File: config.mk
export PLATFORM = sky130hd
export DESIGN_NAME = tow_press_gen
export DESIGN_NICKNAME = d
export VERILOG_FILES = /design/src/rtl/tow_press_gen.sv
export SDC_FILE = /design/constraint.sdc
export NUM_CORES = 1
export LEC_CHECK = 0
export ABC_CLOCK_PERIOD_IN_PS = 3350
export CAP_MARGIN = 20
export CORE_MARGIN = 3
export CORE_UTILIZATION = 35
export CTS_CLUSTER_DIAMETER = 40
export DETAILED_ROUTE_END_ITERATION = 6
export GPL_TIMING_DRIVEN = 0
export SYNTH_ARGS = -nofsm -noshare
export SYNTH_HDL_FRONTEND = slang
export SYNTH_SLANG_ARGS = --single-unit
File: constraint.sdc
create_clock -name clk -period 3.35 [get_ports clk]
set_clock_uncertainty 0.15 [all_clocks]
set_input_delay 0.5025 -clock clk [delete_from_list [all_inputs] [get_ports clk]]
set_output_delay 0.5025 -clock clk [all_outputs]
set_load 0.02 [all_outputs]
File: src/rtl/tow_press_gen.sv
// Tug-of-war player input: per-button 2-flop sync, debounce FSM with reset lockout, tie/freeze arbiter.
// Define TOW_PRESS_COUNT_EN to add saturating per-player pulse counters press_cnt_l/press_cnt_r.
module tow_press_gen #(
  parameter int DEBOUNCE_CYCLES = 4,
  parameter bit KEY_ACTIVE_LOW  = 1'b1
) (
  input  logic       clk,
  input  logic       reset,
  input  logic       key_l,
  input  logic       key_r,
  input  logic       freeze,
`ifdef TOW_PRESS_COUNT_EN
  output logic [7:0] press_cnt_l,
  output logic [7:0] press_cnt_r,
`endif
  output logic       L,
  output logic       R
);

  localparam int            CW         = $clog2(DEBOUNCE_CYCLES + 1);
  localparam logic [CW-1:0] CNT_LAST   = CW'(DEBOUNCE_CYCLES - 1);
  localparam logic [1:0]    ST_LOCKOUT = 2'd0;
  localparam logic [1:0]    ST_IDLE    = 2'd1;
  localparam logic [1:0]    ST_DOWN    = 2'd2;

  logic [1:0]         pressed;
  logic [1:0]         sync1;
  logic [1:0]         sync2;
  logic [1:0]         ev;
  logic [1:0]         ev_next;
  logic [1:0][1:0]    state;
  logic [1:0][1:0]    state_next;
  logic [1:0][CW-1:0] cnt;
  logic [1:0][CW-1:0] cnt_next;
  logic               l_next;
  logic               r_next;

  // Bit 0 is the left player, bit 1 the right player; 1 means pressed.
  assign pressed = {key_r, key_l} ^ {2{KEY_ACTIVE_LOW}};

  // Debounce: count stable samples of the target level; IDLE wants pressed, others want released.
  always_comb begin
    state_next = state;
    cnt_next   = cnt;
    ev_next    = 2'b00;
    for (int ch = 0; ch < 2; ch++) begin
      if (sync2[ch] == (state[ch] == ST_IDLE)) begin
        if (cnt[ch] == CNT_LAST) begin
          cnt_next[ch] = {CW{1'b0}};
          case (state[ch])
            ST_LOCKOUT: state_next[ch] = ST_IDLE;
            ST_IDLE: begin
              state_next[ch] = ST_DOWN;
              ev_next[ch]    = 1'b1;
            end
            ST_DOWN: state_next[ch] = ST_IDLE;
            default: state_next[ch] = ST_LOCKOUT;
          endcase
        end else begin
          cnt_next[ch] = cnt[ch] + CW'(1);
        end
      end else begin
        cnt_next[ch] = {CW{1'b0}};
      end
    end
  end

  // Arbiter: a simultaneous pair cancels, and freeze swallows both.
  always_comb begin
    l_next = 1'b0;
    r_next = 1'b0;
    if (!freeze) begin
      l_next = ev[0] & ~ev[1];
      r_next = ev[1] & ~ev[0];
    end else begin
      l_next = 1'b0;
      r_next = 1'b0;
    end
  end

  // Synchroniser, debounce state, press events and registered move pulses.
  always_ff @(posedge clk or negedge reset) begin
    if (!reset) begin
      sync1 <= 2'b00;
      sync2 <= 2'b00;
      state <= {ST_LOCKOUT, ST_LOCKOUT};
      cnt   <= {(2 * CW){1'b0}};
      ev    <= 2'b00;
      L     <= 1'b0;
      R     <= 1'b0;
    end else begin
      sync1 <= pressed;
      sync2 <= sync1;
      state <= state_next;
      cnt   <= cnt_next;
      ev    <= ev_next;
      L     <= l_next;
      R     <= r_next;
    end
  end

`ifdef TOW_PRESS_COUNT_EN
  // Count emitted pulses only, saturating at 255.
  always_ff @(posedge clk or negedge reset) begin
    if (!reset) begin
      press_cnt_l <= 8'd0;
      press_cnt_r <= 8'd0;
    end else begin
      if (l_next && (press_cnt_l != 8'd255)) begin
        press_cnt_l <= press_cnt_l + 8'd1;
      end
      if (r_next && (press_cnt_r != 8'd255)) begin
        press_cnt_r <= press_cnt_r + 8'd1;
      end
    end
  end
`endif

endmodule

* After elaboration in Yosys (flattened, before gate mapping)
Cells that the tools add are included.
Operators by class: bitwise gates (word level) 5, eq/ne operators 8, muxes and demuxes 14, add/sub/neg operators 2, reduce and logical (&&, ||, !) cells 6
Operators by type and width (count):
- two-way mux 3 bit | 4
- two-way mux 1 bit | 8
- case mux 2 bit (2 select lines) | 2
- adder 3 x 1 -> 3 bit (second input constant) | 2
- == test 3 x 2 -> 1 bit (second input constant) | 2
- == test 2 x 1 -> 1 bit (second input constant) | 2
- == test 2 bit (second input constant) | 2
- zero test 2 bit | 2
- AND reduction 2 bit | 2
- OR reduction 2 bit | 2
- AND 1 bit | 2
- == test 1 bit | 2
- inverter 1 bit | 2
- inverter 2 bit | 1
Word-level totals: output and inout bits 2, input bits 5, bits in registers 18

* Logic depth before layout (Yosys ltp)
Gate-level depths: netlist of run 1.
depth after elaboration 4, gate-level depth with buffers 4, gate-level depth less buffers 4

* Least setup slack after synthesis of run 1
No wires, ideal clock.
path kind reg2reg, start register cnt[0] (netlist name), end register ev[0], arrival 0.999 ns, cell stages (with the launch flop) 4, buffers on the path 0, setup time 0.122 ns, slack 2.079 ns, cells stage by stage dfrtp_1 -> ha_1 -> and2b_1 -> and4b_2
On the way: longest elaborated chain between the ends 3
RTL lines:
- start: declaration | RTL line 33 | logic [1:0][CW-1:0] cnt;
- start signal: assignment | RTL line 87 | cnt <= {(2 * CW){1'b0}};
- start signal: assignment | RTL line 95 | cnt <= cnt_next;
- == test 3 x 2 -> 1 bit | RTL line 48 | if (cnt[ch] == CNT_LAST) begin
- two-way mux 1 bit | RTL line 48
- two-way mux 1 bit | RTL line 47 | if (sync2[ch] == (state[ch] == ST_IDLE)) begin
- via ev_next[0] | RTL line 30 | logic [1:0] ev_next;
- end signal: assignment | RTL line 96 | ev <= ev_next;
- end: declaration | RTL line 29 | logic [1:0] ev;
The timed path passes the listed nets, and every way through them passes these cells. A chain may end at the register's enable or synchronous reset.

* Final worst setup path of run 1
start register R, end output port R
RTL lines:
- start: declaration | RTL line 17 | output logic R
- start signal: assignment | RTL line 98 | R <= r_next;
No word-level cell between the ends.

==> metrics.md, run 1 <==
| Metric | Value |
|---|---|
| Largest net degree at the start of global routing | `19` |
| Share of post-route cells with drive strength above 1 | `0.154` |
| Cells after Synth | `56` |
| CP bufs+invs | `1` |
| Filler cells | `186` |
| Reg2Reg Setup Slack | `2.01 ns` |
| Worst-margin pin slew | `0.775 ns` |
| Avg Cell Area, Syn | `12.7 um2` |
| Worst r2r src | `cnt[0]$_DFF_PN0_` |
| Library cells used by synthesis | `22` |
| CTS Root Buffer Type | `clkbuf_4` |
| Die H | `51.1 um` |
| Status | `finished clean` |
| Vias per inst | `around 4.4` |
| R2r worst-path depth | `3` |
| Smallest hold slack | `0.203 ns` |
| Combined area of the multi-input logic cells | `249 um2` |
| Tmin final | `between 1.5 and 2 ns` |
| Clock buffer depth | `2` |
| Max-slew violations | `0` |
| CTS Hold Buffers Added | `0` |
| Crit-path leading delay family | `buffers and inverters` |
| Util after Layout | `0.453` |
| Number of synthesized register bits | `18` |
| Post-synth EDFFs | `0` |
| Period utilisation layout | `0.556` |
| First-pass GRT wire length | `roughly 1600 um` |
| Antenna cell count | `0` |
| Vias in the first global route | `368` |
| CTS Buf Count | `3` |
| IO Count | `7` |
| Via count | `397` |
| Crit path max fanout | `1` |
| WP data arrival | `around 1.2 ns` |
| Port bufs | `6` |
| HP Start | `sync1[1]$_DFF_PN0_` |
| # H-tree levels | `1` |
| Antenna violations before repair | `0` |
| Die width | `51.1 um` |
| Postcts setup bufs | `0` |
| WHS Path Cells | `0` |
| Storage cell area | `450 um2` |
| Hold Fails Final Rpt | `0` |
| PostCTS Resize Cnt | `0` |
| CP Class | `reg2out` |
| Antenna-violating nets left | `0` |
| Synth warn | `0` |
| CTS Sinks | `18` |
| Critical path data required time | `2.70 ns` |
| Max incr delay on CP | `0.59 ns` |
| Achievable frequency | `537 MHz` |
| R2R Path End | `ev[0]$_DFF_PN0_` |
| Slew margin rel. | `0.481` |
| WHS Endpoint | `sync2[1]$_DFF_PN0_` |
| Synth Net Count | `63` |
| Iteration-0 DRC Markers | `2` |
| Unrepaired setup endpoints after global routing | `false` |
| Synth area leader | `dfrtp_1` |
| Routability cong. | `0.692` |
| Setup TNS | `0 ns` |
| Crit path capture type | `primary output` |
| CP cell instances | `clkdlybuf4s50_1` |
| Leakage power | `0.395 nW` |
| Final Net Count | `74` |
| Clock-pin transition on the worst setup and hold timing paths | `0.09 ns` |
| Type of origin of the critical path | `flip-flop` |
| DP HPWL | `643 um` |
| Crit-path slowest cell | `clkdlybuf4s50_1` |
| 1st-pass router iterations | `4` |
| Final setup vio count | `0` |
| Worst-Skew Late Latency | `about 0.28 ns` |
| Share of the synthesized area in the top cell type | `0.634` |
| Top cells by area, synth | `dfrtp_1, ha_1, nor2_1` |
| Total Wirelength | `879 um` |
| GRT Overall Usage | `0.0871` |
| Rows | `15` |
| Remaining DRCs | `0` |
| Routed WL per cell | `just under 10 um` |
| Synthesized cell area | `just over 700 um2` |
| Core area | `between 0.0015 and 0.002 mm2` |
| Post-synthesis sequential area ratio | `0.634` |
| Die area | `0.00261 mm2` |
| P&R area growth vs syn | `16.0%` |
| Count leader, synth | `dfrtp_1` |
| GRT overflow | `0` |
| Post-synth ARST share | `1.00` |
| Peak supply drop | `roughly 0.3 mV` |
| Post-synth top flop | `dfrtp_1` |
| Max-cap violations | `0` |
| Worst hold path class | `reg2reg` |
| Initial Utilization | `0.390` |
| Post-synth top cells | `dfrtp_1, nor2_1, nand3_1` |
| TritonCTS clock tree | `done` |
| Cell area power density | `660 mW/mm2` |
where the power goes:
part / internal (mW) / switching (mW) / leakage [nW] / total (mW)
logic: 0.0738 / 0.0709 / 0.156 / 0.145
clock network: 0.0417 / 0.0565 / 0.0138 / 0.0982
registers: 0.262 / 0.0390 / 0.225 / 0.301
total: 0.378 / 0.166 / 0.395 / 0.544
sequential cells by signal (all words and copies together) (netlist names):
name and count:
L 1, R 1, cnt 6, ev 2, state 4, sync1 2
sync2 2
how the worst max path moves through the flow:
stage	end	startpoint	depth (start not counted)
after floorplan	ev[0]$_DFF_PN0_	cnt[0]$_DFF_PN0_	3
after global placement	state[0]$_DFFE_PN0P_	reset	1
after detailed placement	state[0]$_DFFE_PN0P_	reset	1
after CTS	R	R$_DFF_PN0_	1
after global routing	L	L$_DFF_PN0_	1
final	R	R$_DFF_PN0_	1
layout make-up:
class,count,area share
clock buffers,3,0.0273
flip-flops and latches,18,0.546
multi-input cells,35,0.302
inverters,3,0.0137
well taps,25,0.0379
repair buffers,6,0.0728
cell usage in the layout (no fill, tap or decap), drive strengths merged:
master         netlist  routed
dfrtp               18      18
nor2                 6       6
clkdlybuf4s50        0       6
nand3                4       4
nor3b                4       4
inv                  3       3
nand2                3       3
clkbuf               0       3
nand2b               3       3
a21oi                2       2
ha                   2       2
nor2b                2       2
nor3                 2       2
a211o                2       2
xor2                 1       1
xnor2                1       1
and2b                1       1
and3                 1       1
and4b                1       1
per-stage QoR:
| step | setup slack [ns] | power, mW | instances | instance area [um2] |
|---|---|---|---|---|
| 2_1_floorplan | 2.08 | 0.419 | 56 | 711 |
| 3_3_place_gp | 1.67 | 0.449 | 87 | 802 |
| 3_5_place_dp | 1.66 | 0.453 | 87 | 802 |
| 4_1_cts | 1.47 | 0.555 | 90 | 825 |
| 5_1_grt | 1.43 | 0.590 | 90 | 825 |
| 6_report | 1.49 | 0.544 | 90 | 825 |
routing by layer:
metal / up-vias / global-route usage / wire [um] / part of all wire
met4: 0 / 0.0269 / 7 / 0.0080
li1: 206 / - / - / -
met5: - / 0 / 0 / 0
met1: 180 / 0.118 / 474 / 0.54
met2: 9 / 0.114 / 330 / 0.38
met3: 2 / 0.0525 / 65 / 0.074
logic make-up (layout without fill, tap and decap cells):
logic type,count (synthesis),count (layout),share of synthesized area
compound gates,4,4,0.0405
xor+xnor,2,2,0.0352
fa+ha+maj,2,2,0.0352
buf+inv,3,12,0.0158
flops,18,18,0.634
simple gates,27,27,0.239
Note: power is estimated with default switching activity, not from simulation.
==> inputs of run 2 (changes only) <==
- ABC_CLOCK_PERIOD_IN_PS: 3350 -> 1900
- clock period: 3.35 -> 1.9 ns (I/O delays scaled with it)
==> results of run 2 <==
Same layout as run 1 (identical final DEF). Status: finished clean.
Main changes from that run: setup slack after placement 1.66 ns -> 0.427 ns; setup slack after layout 1.49 ns -> 0.256 ns; register-to-register setup slack 2.01 ns -> 0.56 ns; total power 0.544 mW -> 0.960 mW; worst IR drop on VDD 0.293 mV -> 0.517 mV
==> RTL change 1: new RTL, config.mk and constraints of run 2 <==
Change the parameter `KEY_ACTIVE_LOW` from 1'b1 to 1'b0.
--- a/src/rtl/tow_press_gen.sv
+++ b/src/rtl/tow_press_gen.sv
@@ -3,5 +3,5 @@
 module tow_press_gen #(
   parameter int DEBOUNCE_CYCLES = 4,
-  parameter bit KEY_ACTIVE_LOW  = 1'b1
+  parameter bit KEY_ACTIVE_LOW  = 1'b0
 ) (
   input  logic       clk,
Behaviour: not the same (Yosys sat finds a counterexample within 10 cycles, from zero or initial values and one cycle with reset low).
==> RTL change 1 against run 2 <==
  * Worst setup slack better by 0.0056 ns
  * Cell area is 0.91% lower
  * Synthesized area decreased by 1.1%
  * Wire length shrank 1.9%
  * Count of clock-buffer cells in the layout did not move
  * Utilization rose by 0.055 points
  * Sequential cell count unchanged
  * Non-clock buffer count unchanged
  * Total power barely moved
  * Synthesized cell count fell by 3.6%
  * Sequential share of layout area is 0.50 points higher
  * Critical path depth stayed put
  * Hold slack is essentially flat
  * Critical path type unchanged
  * Highest routed layer unchanged
==> RTL change 1: results (changes against run 2) <==
| Metric | Value |
|---|---|
| Placed cell count | 85 (-2.3%) |
| First-pass GRT wire length | 1.50 mm (-7.6%) |
| Compound-gate portion of the synthesized area | 4.09% (+0.043 points) |
| Mapped Cells | 54 (-3.6%) |
| Setup slack at placement | 0.433 ns (+0.00611 ns) |
| Switching pwr | 0.000295 W (+0.54%) |
| Worst VDD drop | 0.000692 V (+34%) |
| Synth area leaders | dfrtp_1 (64%), ha_1 (3.6%), nor2_1 (3.2%) |
| Worst Max-Slew Pin Slew | 0.781 ns (+0.00517 ns) |
| Post-Layout Cell Count | 88 (-2.2%) |
| Fillers | 184 (-1.1%) |
| DR WL met2 | 348 um (+5.5%) |
| HPWL Detailed | 633 um (-1.6%) |
| Wire per inst | 9.80 um (+0.29%) |
| Fin Hold WS | 0.204 ns (+0.000314 ns) |
| Pre-antenna DRT Iters | 3 (-1) |
| Met3 Routed Length | 66 um (+1.5%) |
| Wl on met1 | 440 um (-7.2%) |
| Dpl cell area | 795 um^2 (-0.94%) |
| Total GRT Usage | 8.09% (-0.62 points) |
| Status | finished, final reports clean |
| Final net count | 72 (-2.7%) |
| Seq/Total Area, Yosys | 64.1% (+0.68 points) |
| Placer congestion estimate | 0.693 (about the same) |
| GR Util met3 | 5.54% (+0.29 points) |
| Vias per std cell | 4.61 (+4.6%) |
| Post-synthesis adder-cell area fraction | 3.56% (+0.038 points) |
RTL change 1: cell types whose count changed after synthesis, sizes merged:
cell / delta
inv: -2
RTL change 1: power by group through the flow:
stage                     logic, W  registers [W]  clock network, W
after global placement    0.000251       0.000538                 0
after global routing      0.000290       0.000545          0.000205
after detailed placement  0.000258       0.000539                 0
final                     0.000254       0.000531          0.000174
after floorplan           0.000207       0.000529                 0
after CTS                 0.000260       0.000531          0.000187
RTL change 1: how the worst max path moves through the flow:
stage,to,slack (ns),cells past startpoint
floorplan,ev[0],0.63,3
global placement,state[0],0.43,1
detailed placement,state[0],0.43,1
CTS,R,0.24,1
global route,L,0.21,1
finish,R,0.26,1
RTL change 1: layout make-up:
| type | count | area [um^2] | share of cell area, % |
|---|---|---|---|
| multi-input cells | 35 | 249 | 30.5 |
| clock buffers | 3 | 22.5 | 2.76 |
| inverters | 1 | 3.75 | 0.459 |
| flip-flops and latches | 18 | 450 | 55.1 |
| repair buffers | 6 | 60.1 | 7.35 |
| well taps | 25 | 31.3 | 3.83 |
==> RTL change 2: new RTL, flow settings as in run 2 <==
Without the edit above. Put one more register stage on the output `R`. The value now appears one clock later. The other outputs are not delayed to match.
--- a/src/rtl/tow_press_gen.sv
+++ b/src/rtl/tow_press_gen.sv
@@ -23,4 +23,6 @@
   localparam logic [1:0]    ST_IDLE    = 2'd1;
   localparam logic [1:0]    ST_DOWN    = 2'd2;
+
+  logic R_s0;
 
   logic [1:0]         pressed;
@@ -88,5 +90,5 @@
       ev    <= 2'b00;
       L     <= 1'b0;
-      R     <= 1'b0;
+      R_s0  <= 1'b0;
     end else begin
       sync1 <= pressed;
@@ -96,5 +98,5 @@
       ev    <= ev_next;
       L     <= l_next;
-      R     <= r_next;
+      R_s0  <= r_next;
     end
   end
@@ -117,4 +119,8 @@
 `endif
 
+  always_ff @(posedge clk) begin
+    R <= R_s0;
+  end
+
 endmodule
 
Formal check against the unedited RTL: not equivalent (a bounded check fails within 10 cycles, from zero or initial values and one cycle with reset low).
==> RTL change 2 against run 2 <==
  * Synthesized area rose by 2.8%
  * Sequential power rose by 4.5%
  * Cell area rose by 3.0%
  * Count of clock-buffer cells in the layout did not move
  * Sequential cell count rose by 1
  * Wire length rose by 4.9%
  * Total power rose by 3.9%
  * Worst setup slack got worse by 0.0054 ns
  * Via count rose by 8.6%
  * Clock power rose by 9%
  * Synthesized cell count rose by 1.8%
  * Highest routed layer unchanged
==> RTL change 2: results (changes against run 2) <==
| Metric | Value |
|---|---|
| Post-Layout Cell Count | 92 (+2.2%) |
| Count of cell types in the netlist | 23 (+4.5%) |
| Pre-antenna DRT Iters | 2 (-2) |
| Post-synthesis adder-cell area fraction | 3.42% (-0.096 points) |
| Top Registers | cnt (6), state (4) |
| Synthesized area per cell | 12.8 um^2 (+1.0%) |
| Total GRT Usage | 8.51% (-0.21 points) |
| Layout cells sized above 1 | 16.4% (+1.0 points) |
| GR Layer Usage met1 | 9.59% (-2.2 points) |
| Post-synth ARST share | 94.7% (-5.3 points) |
| Clock network area share | 3.24% (+0.51 points) |
| Fraction of area in multi-input gates | 29.3% (-0.89 points) |
| Worst Max-Slew Pin Slew | 0.768 ns (-0.00690 ns) |
| HP Start | R_s0 |
| Fin Hold WS | 0.207 ns (+0.00422 ns) |
| Sequential share of cell area | 55.4% (+0.75 points) |
| Flop pwr share | 55.8% (+0.4 points) |
| Synth area leaders | dfrtp_1 (62%), ha_1 (3.4%), nor2_1 (3.1%) |
| First-pass GRT wire length | 1.61 mm (-0.43%) |
| Iteration-0 DRC Markers | 1 (-1) |
| DR WL met2 | 427 um (+29%) |
| Fillers | 188 (+1.1%) |
| Wl on met1 | 407 um (-14%) |
| HPWL Detailed | 724 um (+13%) |
| Antenna violations before repair | 0 (unchanged) |
| Syn_nets | 64 (+1.6%) |
| Post-Synth XOR/XNOR Area | 3.42% (-0.096 points) |
| P_int | 0.000692 W (+3.8%) |
| Hold path endpoint | R |
| Status | finished, final reports clean |
| Seq/Total Area, Yosys | 64.4% (+1.0 points) |
| Leakage | 0.408 nW (+3.2%) |
| Met2 global-route usage | 13.1% (+1.8 points) |
| Detailed-route wire length | 922 um (+4.9%) |
| Placed cell count | 88 (+1.1%) |
| Worst R2R Setup Slack | 0.57 ns |
| Signal buf overhead | 7.07% (-0.21 points) |
| Final net count | 75 (+1.4%) |
| Placer congestion estimate | 0.686 (-0.87%) |
| Compound-gate portion of the synthesized area | 3.94% (-0.11 points) |
| Num Clock Sinks | 19 (+1) |
| Vias in the first global route | 402 (+9.2%) |
| Worst VDD drop | 0.000562 V (+8.6%) |
-- RTL change 2: changes by cell type after synthesis, sizes merged --
cell / before / now
dfxtp: 0 / 1
-- RTL change 2: how the worst max path moves through the flow --
| stage | start | end | slack (ns) |
|---|---|---|---|
| after floorplan | cnt[0] | ev[0] | 0.63 |
| after global placement | reset | state[2] | 0.43 |
| after detailed placement | reset | state[2] | 0.43 |
| after CTS | L | L | 0.23 |
| after global routing | L | L | 0.19 |
| final | L | L | 0.25 |
-- RTL change 2: through the flow --
step / setup slack (ns) / total power (W) / util, % / cell area [um^2]
3_3_place_gp: 0.433 / 0.000810 / 44.7 / 822
5_1_grt: 0.194 / 0.00109 / 46.2 / 850
3_5_place_dp: 0.430 / 0.000825 / 44.7 / 822
2_1_floorplan: 0.629 / 0.000759 / - / 731
6_report: 0.251 / 0.000997 / 46.2 / 850
4_1_cts: 0.225 / 0.00102 / 46.2 / 850
